--- config.mk ---
export PLATFORM = sky130hd
export DESIGN_NAME = mem_lane_align
export DESIGN_NICKNAME = d
export VERILOG_FILES = /design/src/rtl/mem_model_pkg.sv /design/src/rtl/mem_lane_align.sv
export SDC_FILE = /design/constraint.sdc
export NUM_CORES = 1
export LEC_CHECK = 0
export ABC_AREA = 1
export CORE_MARGIN = 2
export CORE_UTILIZATION = 37
export DETAILED_ROUTE_END_ITERATION = 10
export MAX_ROUTING_LAYER = met4
export PLACE_DENSITY = 0.93
export SETUP_SLACK_MARGIN = 0.4
export SYNTH_ARGS = -nofsm -noshare
export SYNTH_HDL_FRONTEND = slang
export SYNTH_SLANG_ARGS = --single-unit
--- constraint.sdc ---
create_clock -name vclk -period 2.9
set_input_delay 0.58 -clock vclk [all_inputs]
set_output_delay 0.58 -clock vclk [all_outputs]
set_load 0.01 [all_outputs]
--- src/rtl/mem_model_pkg.sv ---
// Shared types and defaults for the dmem_model data-memory responder.
// Contents:
//   size_e  - SIZE encodings (word / half / byte / illegal)
//   state_e - responder FSM states
//   class_e - access classification decided when a request is accepted
//   DEF_*   - default base, STDOUT and EXIT byte addresses
package mem_model_pkg;

  typedef enum logic [1:0] {
    SZ_WORD    = 2'b00,
    SZ_HALF    = 2'b01,
    SZ_BYTE    = 2'b10,
    SZ_ILLEGAL = 2'b11
  } size_e;

  typedef enum logic [1:0] {
    IDLE,
    WAIT,
    ACK
  } state_e;

  typedef enum logic [1:0] {
    CL_MEM,
    CL_STDOUT,
    CL_EXIT,
    CL_ERR
  } class_e;

  localparam logic [31:0] DEF_BASE_ADDR   = 32'h0800_0000;
  localparam logic [31:0] DEF_STDOUT_ADDR = 32'hF000_0000;
  localparam logic [31:0] DEF_EXIT_ADDR   = 32'hFF00_0000;

endpackage

--- src/rtl/mem_lane_align.sv ---
// Combinational byte-lane steering for dmem_model.
// Ports:
//   i_word    - current array word at the addressed location
//   i_wdt     - store data (half/byte in the low bits)
//   i_size    - access size
//   i_offset  - byte offset DAD[1:0]
//   o_rdata   - addressed lanes shifted down and zero-extended
//   o_wmerge  - i_word with only the addressed lanes replaced by i_wdt
//   o_illegal - size/offset combination cannot be served
module mem_lane_align
  import mem_model_pkg::*;
(
  input  logic [31:0] i_word,
  input  logic [31:0] i_wdt,
  input  size_e       i_size,
  input  logic [1:0]  i_offset,
  output logic [31:0] o_rdata,
  output logic [31:0] o_wmerge,
  output logic        o_illegal
);

  logic [4:0] w_shift;
  assign w_shift = {i_offset, 3'b000};

  always_comb begin
    // NOTE: every output gets a default before the case so no path leaves it unassigned (no latch).
    o_rdata   = '0;
    o_wmerge  = i_word;
    o_illegal = 1'b0;
    case (i_size)
      SZ_WORD: begin
        o_illegal = (i_offset != 2'b00);
        o_rdata   = i_word;
        o_wmerge  = i_wdt;
      end
      SZ_HALF: begin
        o_illegal = i_offset[0];
        if (i_offset[1]) begin
          o_rdata[15:0]   = i_word[31:16];
          o_wmerge[31:16] = i_wdt[15:0];
        end else begin
          o_rdata[15:0]   = i_word[15:0];
          o_wmerge[15:0]  = i_wdt[15:0];
        end
      end
      SZ_BYTE: begin
        o_rdata[7:0]          = i_word[w_shift +: 8];
        o_wmerge[w_shift +: 8] = i_wdt[7:0];
      end
      default: o_illegal = 1'b1;
    endcase
  end

endmodule

# Word level (Yosys, flattened, before mapping)
# Index checks and enable logic that the tools add are counted.
[classes]
addsub = 1
eq_ne = 2
n_shift = 3
mux = 9
reduce_logical = 2
[op_table]
columns = ["cell", "n"]
rows = [
  ["$pmux 32 s3", 1],
  ["$mux 16", 4],
  ["$bwmux 32", 1],
  ["$shift 8x7->32 const A", 1],
  ["$shiftx 32x6->8", 1],
  ["$shiftx 8x7->32", 1],
  ["$pmux 8 s3", 1],
  ["$pmux 8 s2", 1],
  ["$neg 5->7", 1],
  ["$pmux 1 s3", 1],
  ["$eq 2x1->1 const B", 1],
  ["$eq 2x2->1 const B", 1],
  ["$logic_not 2->1", 1],
  ["$reduce_bool 2->1", 1],
]
[totals]
regBits = 0
in_bits = 68
elab_cells = 17

# Longest topological paths before layout
[depth]
ltp_word = 4
depth_mapped = 11
ltp_nobuf = 8

# Worst setup path before layout
# No wires, ideal clock.
[synth_timing]
kind = "in2out"
startpoint = "in i_offset[0]"
endpoint = "out o_wmerge[16]"
arrival_time_ns = 2.020
t_required_ns = 2.320
path_slack_ns = 0.300
cell_stages = 10
path_buffers = 2
cell_sequence = "buf_2 > inv_1 > buf_2 > ha_1 > inv_1 > nor2_1 > nand3_1 > nand2_1 > nor2_1 > nor2_1"
[synth_between]
elab_chain_cells = 4
[synth_rtl]
columns = ["element", "line", "text"]
rows = [
  ["start, declared", "mem_lane_align.sv:16", "input logic [1:0] i_offset,"],
  ["$neg 5->7 *", "mem_lane_align.sv:48", "o_wmerge[w_shift +: 8] = i_wdt[7:0];"],
  ["$shiftx 8x7->32 / $shift 8x7->32 (equally long branches)", "mem_lane_align.sv:48", ""],
  ["$bwmux 32 *", "mem_lane_align.sv:48", ""],
  ["$pmux 32 s3 *", "mem_lane_align.sv:30", "case (i_size)"],
  ["end, declared", "mem_lane_align.sv:18", "output logic [31:0] o_wmerge,"],
]
# Mark *: on every way between the ends. The rest lies on a longest branch, timed or not.

# Worst setup path after layout
[layout_timing]
startpoint = "in i_offset[0]"
endpoint = "out o_wmerge[15]"
# Same word-level chain as after synthesis.

==> results.toml <==
[outcome]
status = "complete, no violations"

[yosys]
syn_inst = 412
ys_seq_area_share_pct = 0
syn_area_per_cell_um2 = 4.47
yosysUniqueCellTypes = 22
synthesis.nets = 485
yosysTopAreaCellShare_pct = 38.5
syn-cell-area_um2 = 1840
yosysWarnings = 0
synth.area.top_cells = "nand2_1 39%, inv_1 9.4%, nand3_1 7.9%"
synth_most_common_cell = "nand2_1"
ys_top_cells_by_count = "189 x nand2_1, 46 x inv_1, 35 x nor2_1, 29 x nand3_1, 28 x o21ai_0"
yosysTopAreaCell = "nand2_1"

[global_routing]
grt_pass1_vias = 3838
grt_max_degree = 25
grt_pass1_wl_mm = 18.0
grt_overflow = 0
grt_use_total_pct = 42.5
antenna_found_initial = 0

[timing]
slew_headroom_pct = 76.4
rsz0062_at_grt = "false"
setup_tns_ps = 0
finalHoldViolCount = 0
max_freq_mhz = 387
setup_ws_ps = 318
hold_ws_ps = 1550
setup-violations-final = 0
slew_viol_final = 0
period_share_pct = 89.0
worst_pin_slew_ps = 352
finalCriticalPeriod_ps = 2580

[clocking]
ctsHoldBuffers = 0

[worst_setup_path]
path_cells = "buf_2 > inv_2 > ha_4 > inv_2 > nor2_4 > nand4_1 > nand3_1 > buf_2"
cp_top_family = "simple AND/OR/NAND/NOR gates"
crit_path_end_kind = "output port"
cp.required_ps = 2320
worstPathArrival_ps = 2000
crit_cells = 8
cp_max_fo = 7
slowest_delay_ps = 310
critPathKind = "in2out"
critPathLaunchType = "primary input"
cpMaxStageDelayCell = "ha_4"
worst-path-buf-inv = 4
setup.worst_path.start = "i_offset[0]"

[drt]
drtPass1Iterations = 5
routedWlPerCell_um = 17.8
drc_errors = 0
finalWirelength_mm = 11.8
drtAntennaViolNets = 0
viasPerCell = 5.95
via_count = 3966
drt-initial-drc-count = 508

[hold_path]
worstHoldPathCells = 4
hold_class = "in2out"
worstHoldStart = "i_wdt[0]"

[layout]
seq_area_um2 = 0
seq_cells = 0
nets = 675
nClkBuffers = 0
finish.utilization_pct = 80.9
diodes = 0
area_growth_pct = 109
fill_cells = 298
drive_above_1_share_pct = 23.2
fin_cells = 667

[place]
place_inst = 645
hpwlAfterDp_mm = 7.80
place.gp.congestion = 1.05
place_ws_ps = -388
numPortBuffers = 133

[pwr]
powerDensity_nw_per_um2 = 177
ir_drop_mv = 0.104
leakagePower_nw = 2.09

[floorplanning]
ios = 133
core_um2 = 4750
rows = 25
fp.dieH_um = 74.6
initial_core_util_pct = 38.7
die_w_um = 74.6
die-area_um2 = 5560

[run]
max-cap-violations = 0
-- layout by cell type (no fill, tap or decap) --
master             n
buf_4             57
ha_1               1
nand3_1           27
dlymetal6s2s_1     9
clkdlybuf4s50_1   71
o21ai_2            1
o21ai_4            2
clkdlybuf4s15_1    4
inv_2             10
inv_4              1
nand2_2            3
buf_6             10
nand2_4            3
o221ai_1           1
dlygate4sd2_1     18
nand2_1          186
o211ai_1           1
clkbuf_2           5
a21oi_2            1
o22ai_1           10
ha_4               4
nand4_1           16
inv_1             40
o21ai_1            1
a21oi_1           20
nor2_2             1
nor2_1            30
nor2_8             1
inv_6              1
o22ai_2            1
nand3_2            2
nor2_4             6
buf_12             4
clkdlybuf4s15_2   10
o21ai_0           26
buf_2             16
-- kinds of logic (layout without fill, tap and decap cells) --
| group | after synthesis | in the layout | synth area share [%] |
|---|---|---|---|
| simple gates | 275 | 275 | 61.8 |
| fa+ha+maj | 5 | 5 | 3.40 |
| compound gates | 64 | 64 | 19.5 |
| buf+inv | 68 | 256 | 15.4 |
-- through the flow --
stage,area (µm²),power [mW]
2_1_floorplan,1840,0.251
3_3_place_gp,3580,0.614
3_5_place_dp,3580,0.626
4_1_cts,3820,0.637
5_1_grt,3850,0.719
6_report,3850,0.679
-- what timing repair did --
item | 4_1_cts | 5_1_grt
buffers inserted | 20 | 2
resized for setup | 159 | 38
endpoints found under the setup margin | 65 | 57
pin swaps | 7 | 6
-- power breakdown --
group / internal, mW / leakage (nW) / switching, mW
clock network: 0 / 0 / 0
registers: 0 / 0 / 0
logic: 0.320 / 2.09 / 0.359
-- layout make-up --
class	count	area (µm²)	area share (%)
Inverter	52	203	5.27
Multi-Input combinational cell	344	1700	44.2
Tap cell	67	83.8	2.18
Timing Repair Buffer	204	1860	48.3
-- per-layer routing --
layer	global-route usage (%)	share of wire, %	vias up
met5	-	0	-
met2	68.9	43	414
li1	-	-	1696
met3	7.45	14	144
met1	47.7	33	1712
met4	27.8	9.6	0
-- worst paths after layout --
check | end | slack (ps)
max | o_wmerge[15] | 320
min | o_wmerge[0] | 1550
(Power assumes the default switching activity.)
